--- src/rtl/fx_alu_pipe.sv ---
// fx_alu_pipe: two-stage pipelined fixed-point ALU (add, sub, mul, mac)
// for Q(WIDTH-FRAC).FRAC two's-complement operands, with valid/ready flow control.
// Optional feature macro: FX_SAT_EN. When defined, overflowed results clamp
// to the most-positive or most-negative value according to their true sign.
// When undefined, overflowed results wrap.
module fx_alu_pipe #(
  parameter int WIDTH = 32,
  parameter int FRAC  = 16
) (
  input  logic             i_clk,
  input  logic             i_rst,
  input  logic             i_valid,
  output logic             o_ready,
  input  logic [WIDTH-1:0] din_1,
  input  logic [WIDTH-1:0] din_2,
  input  logic [1:0]       i_op,
  input  logic             i_acc_clr,
  output logic             o_valid,
  input  logic             i_ready,
  output logic [WIDTH-1:0] dout,
  output logic             o_ovf
);

  typedef enum logic [1:0] {
    OP_ADD = 2'b00,
    OP_SUB = 2'b01,
    OP_MUL = 2'b10,
    OP_MAC = 2'b11
  } op_e;

`ifdef FX_SAT_EN
  localparam logic [WIDTH-1:0] MAX_POS = {1'b0, {(WIDTH-1){1'b1}}};
  localparam logic [WIDTH-1:0] MIN_NEG = {1'b1, {(WIDTH-1){1'b0}}};
`endif

  // Stage 1 registers.
  logic                      s1_valid;
  op_e                       s1_op;
  logic                      s1_clr;
  logic [WIDTH-1:0]          s1_a;
  logic [WIDTH-1:0]          s1_b;
  logic signed [2*WIDTH-1:0] s1_prod;

  // Accumulator register.
  logic [WIDTH-1:0] acc;

  // Stage 2 result logic.
  logic                      en;
  logic [WIDTH:0]            a_ext;
  logic [WIDTH:0]            b_ext;
  logic [WIDTH:0]            addsub;
  logic [WIDTH:0]            mac_sum;
  logic [WIDTH:0]            sum_sel;
  logic signed [2*WIDTH-1:0] shifted;
  logic                      p_ovf;
  logic [WIDTH-1:0]          p_res;
  logic                      use_sum;
  logic                      sum_ovf;
  logic [WIDTH-1:0]          res;
  logic                      ovf;

  // The whole pipeline advances together, or it stalls together.
  assign en      = i_ready || !o_valid;
  assign o_ready = en;

  // Form the stage-2 result and the overflow flag from the stage-1 contents
  // and the current accumulator.
  always_comb begin
    a_ext   = {s1_a[WIDTH-1], s1_a};
    b_ext   = {s1_b[WIDTH-1], s1_b};
    addsub  = (s1_op == OP_SUB) ? (a_ext - b_ext) : (a_ext + b_ext);
    shifted = s1_prod >>> FRAC;
    p_ovf   = (shifted[2*WIDTH-1:WIDTH-1] != '0) && (shifted[2*WIDTH-1:WIDTH-1] != '1);
    p_res   = shifted[WIDTH-1:0];
`ifdef FX_SAT_EN
    if (p_ovf) p_res = shifted[2*WIDTH-1] ? MIN_NEG : MAX_POS;
`endif
    // The mac beat adds the fixed-up product, which is clamped or wrapped,
    // so that the stored accumulator always holds a representable value.
    mac_sum = (s1_clr ? '0 : {acc[WIDTH-1], acc}) + {p_res[WIDTH-1], p_res};
    use_sum = 1'b1;
    sum_sel = addsub;
    ovf     = 1'b0;
    case (s1_op)
      OP_ADD, OP_SUB: sum_sel = addsub;
      OP_MUL:         use_sum = 1'b0;
      OP_MAC: begin
        sum_sel = mac_sum;
        ovf     = p_ovf;
      end
      default:        sum_sel = addsub;
    endcase
    sum_ovf = sum_sel[WIDTH] ^ sum_sel[WIDTH-1];
    if (use_sum) begin
      res = sum_sel[WIDTH-1:0];
      ovf = ovf | sum_ovf;
`ifdef FX_SAT_EN
      if (sum_ovf) res = sum_sel[WIDTH] ? MIN_NEG : MAX_POS;
`endif
    end else begin
      res = p_res;
      ovf = p_ovf;
    end
  end

  // Pipeline registers and the accumulator. A synchronous reset clears all
  // of them, and any beat in flight is discarded.
  always_ff @(posedge i_clk) begin
    if (i_rst) begin
      s1_valid <= 1'b0;
      s1_op    <= OP_ADD;
      s1_clr   <= 1'b0;
      s1_a     <= '0;
      s1_b     <= '0;
      s1_prod  <= '0;
      o_valid  <= 1'b0;
      dout     <= '0;
      o_ovf    <= 1'b0;
      acc      <= '0;
    end else if (en) begin
      s1_valid <= i_valid;
      if (i_valid) begin
        s1_op   <= op_e'(i_op);
        s1_clr  <= i_acc_clr;
        s1_a    <= din_1;
        s1_b    <= din_2;
        s1_prod <= $signed({{WIDTH{din_1[WIDTH-1]}}, din_1}) *
                   $signed({{WIDTH{din_2[WIDTH-1]}}, din_2});
      end
      o_valid <= s1_valid;
      if (s1_valid) begin
        dout  <= res;
        o_ovf <= ovf;
        if (s1_op == OP_MAC) acc <= res;
      end
    end
  end

endmodule

--- config.mk ---
export PLATFORM = sky130hd
export DESIGN_NAME = fx_alu_pipe
export DESIGN_NICKNAME = d
export VERILOG_FILES = /design/src/rtl/fx_alu_pipe.sv
export SDC_FILE = /design/constraint.sdc
export NUM_CORES = 2
export LEC_CHECK = 0
export BUFFER_PORTS_ARGS = -buffer_cell sky130_fd_sc_hd__buf_2
export CAP_MARGIN = 20
export CORE_MARGIN = 3
export CORE_UTILIZATION = 55
export CTS_CLUSTER_SIZE = 40
export DETAILED_ROUTE_END_ITERATION = 16
export PLACE_DENSITY_LB_ADDON = 0.3
export SYNTH_ARGS = -nofsm -noshare
export SYNTH_HDL_FRONTEND = slang
export SYNTH_SLANG_ARGS = --single-unit
--- constraint.sdc ---
create_clock -name i_clk -period 13.4 [get_ports i_clk]
set_input_delay 0.67 -clock i_clk [delete_from_list [all_inputs] [get_ports i_clk]]
set_output_delay 0.67 -clock i_clk [all_outputs]
set_load 0.02 [all_outputs]
==> results.yml <==
outcome:
  status: "complete, no violations"
run:
  cap_violations: 0
cts:
  cts_hold_buf: 0
  numCtsBuffers: 17
  tritoncts: "done"
  clk_pin_slew_ps: 70
  cts_setup_buffers: 0
  clk_latency_ps: 450
  cts_max_level: 4
  cts_root_buf: "clkbuf_16"
  cts.repair.resized: 0
  clockBufferDepth: 2
  clock-sinks: 182
timing:
  hold_violations: 0
  relSlewSlack: 0.2393
  period_needed_ps: 8900
  fin_crit_sh: 0.6642
  clock_skew_ps: 10.30
  setup_tns_ps: 0
  rsz0062_at_grt: "no"
  max_freq_mhz: 112.4
  worstMarginPinSlew_ps: 1141
  slew_viol_final: 0
  setup_viol: 0
synth:
  synth.area.mux_share: 0.003497
  synthSimpleGateAreaFrac: 0.1752
  synth_fp_nets: 6691
  yosys.cell_types.count: 74
  syn_area_per_cell_um2: 8.858
  synth.ff_latch_count: 182
  synth_top_family_by_area: "adder cells"
  seq_area_frac_synth: 0.07773
  synth_edf_count: 0
  synth-compound-area-share: 0.08355
  ys_async_sr_fraction: 0
  synth_ff_type: "dfxtp_1"
  synth-xor-area-share: 0.02728
  synth_warnings: 0
  synthAdderAreaFrac: 0.5279
  netlist_instances: 5292
  syn_area_um2: 46870
die:
  fp-row-count: 106
  io_pins: 106
  die_x_um: 297.9
  core_area_um2: 84090
  dieArea_um2: 88770
  start_util: 0.5575
  die_h_um: 297.9
drt:
  routed_via_density: 5.688
  drtIter0Drc: 2519
  dr.pass1.iters: 6
  antenna_left: 0
  drc: 0
  wl_per_cell_um: 20.29
  vias: 35940
  wl_um: 128200
final_layout:
  synthToLayoutAreaGrowth_pct: 3.822
  drive_above_1_share: 0.03959
  nNetsFinal: 6565
placement:
  port_buffers: 105
  place.detailed.hpwl_um: 97670
  gp_congestion: 0.9476
setup_path:
  worstPathRequired_ps: 13700
  critPathMostFrequentCell: "fa_1"
  worstPathMaxFanout: 33
  cp.arrival_ps: 9200
  end_kind: "flip-flop"
  critPathMaxStageDelay_ps: 780
  reg2reg_slack_ps: 8380
  crit_slowest_cell: "a2111oi_0"
  crit_buf_inv: 4
  path_delay_family: "adder cells"
  crit_type: "primary input to flip-flop"
  crit_chain: "buf_2 -> nand2_1 -> fa_1 -> fa_1 -> inv_1 -> fa_1 -> inv_1 -> fa_1 -> inv_1 -> fa_1 -> fa_1 -> fa_1 -> fa_1 -> ha_1 -> a21oi_1 -> nor2_1 -> a211oi_1 -> nor2b_1 -> nor3_1 -> a2111oi_0 -> a211oi_1 -> a41oi_1 -> xor2_1 -> o21ai_0"
  startpoint_type: "primary input"
grt:
  grtUsageTotal: 0.2974
  grt_pass1_vias: 38770
  grt_pass1_wl_um: 209300
  antenna_found_initial: 9
  grt_overflow_total: 0
  grt_max_degree: 84
hold_path:
  hold_path.class: "primary input to flip-flop"
[layout make-up]
| cell class | count | area (um^2) |
|---|---|---|
| clock buffer | 22 | 494.2 |
| inverter | 1017 | 3817 |
| clock inverter | 9 | 116.4 |
| tap | 1134 | 1419 |
| timing repair buffer | 145 | 828.3 |
| multi-input combinational | 3803 | 38330 |
| fill | 7554 | 35420 |
| antenna | 6 | 15.01 |
| sequential | 182 | 3645 |
[registers in the layout, indices dropped and copies added, names as in the netlist]
| signal | cells |
|---|---|
| dout | 32 |
| s1_a | 32 |
| o_valid | 1 |
| o_ovf | 1 |
| acc | 32 |
| s1_b | 32 |
| s1_clr | 1 |
| s1_op | 2 |
| s1_valid | 1 |
| s1_prod | 48 |
[worst register-to-register path: cells and delay by family (launching register included)]
kind,cells,cell delay [ps]
flops,1,310
simple gates,3,560
compound gates,8,2040
xor+xnor,2,350
fa+ha+maj,1,340
buf+inv,3,1320
[through the flow]
step / instance area (um^2) / hold WS (ps) / util / setup slack (ps) / std cells
finish: 48670 / 450.5 / 0.5788 / 4500 / 6318
global route: 48660 / 454.8 / 0.5787 / 4083 / 6315
CTS: 48650 / 439.8 / 0.5786 / 4709 / 6312
detailed placement: 48040 / 443.4 / 0.5713 / 4277 / 6281
global placement: 48040 / 438.3 / 0.5713 / 4366 / 6281
floorplan: 46880 / 431.8 / - / 5349 / 5292
[placed cells by master, fill, tap and decap left out, drive strengths merged, types with 12 or more instances in the layout]
| master | instances |
|---|---|
| a211oi | 43 |
| a21o | 65 |
| a21oi | 247 |
| a31oi | 16 |
| and2 | 506 |
| and3 | 14 |
| buf | 145 |
| clkbuf | 22 |
| dfxtp | 182 |
| fa | 1083 |
| ha | 245 |
| inv | 1018 |
| mux2i | 13 |
| nand2 | 817 |
| nand2b | 16 |
| nand3 | 48 |
| nand4 | 24 |
| nor2 | 109 |
| nor2b | 68 |
| nor3 | 40 |
| nor4 | 15 |
| o211ai | 12 |
| o21a | 13 |
| o21ai | 109 |
| o21bai | 28 |
| or3 | 17 |
| xnor2 | 99 |
| xor2 | 47 |
[logic make-up (layout without fill, tap and decap cells)]
family,count (synthesis),in the layout
compound gates,619,619
xor+xnor,146,146
fa+ha+maj,1328,1328
buf+inv,1307,1193
flops,182,182
mux,16,16
other cells,0,6
simple gates,1694,1694
[layer usage]
metal | GRT usage | share of wire | routed length [um] | up-vias
met1 | 0.3858 | 0.40 | 51460 | 18460
met2 | 0.5100 | 0.49 | 62570 | 1382
met3 | 0.03439 | 0.063 | 8026 | 370
met5 | 0 | 0.00022 | 28 | -
li1 | - | - | - | 15730
met4 | 0.1208 | 0.048 | 6100 | 4
[path summary, 6_finish.rpt]
path	startpoint	endpoint	cells after the start
worst max register to register	s1_op[0]	acc[17]	17
worst min register to register	acc[2]	acc[2]	2
worst min-delay path	i_op[0]	s1_op[0]	3
worst max-delay path	din_2[17]	s1_prod[58]	24
[synth_stat cells (all sizes together) (12+ instances only)]
cell type | count | share of area
o21ai | 109 | 0.012
nand4 | 24 | 0.0032
a21o | 65 | 0.010
xnor2 | 99 | 0.018
o21a | 13 | 0.0021
a31oi | 16 | 0.0021
or3 | 17 | 0.0023
ha | 245 | 0.065
a21oi | 247 | 0.026
nand2b | 16 | 0.0021
nor4 | 15 | 0.0021
and3 | 14 | 0.0019
a211oi | 43 | 0.0070
nand2 | 817 | 0.065
o21bai | 28 | 0.0045
clkbuf | 276 | 0.022
buf | 14 | 0.0013
xor2 | 47 | 0.0088
mux2i | 13 | 0.0028
nor3 | 40 | 0.0043
nand3 | 48 | 0.0051
fa | 1083 | 0.46
o211ai | 12 | 0.0019
inv | 1016 | 0.081
nor2 | 109 | 0.0087
dfxtp | 182 | 0.078
and2 | 506 | 0.068
nor2b | 68 | 0.0091
Power is left out: the tool's default activity adds up to more than one toggle a clock period on the data nets, which glitch-free logic cannot reach.
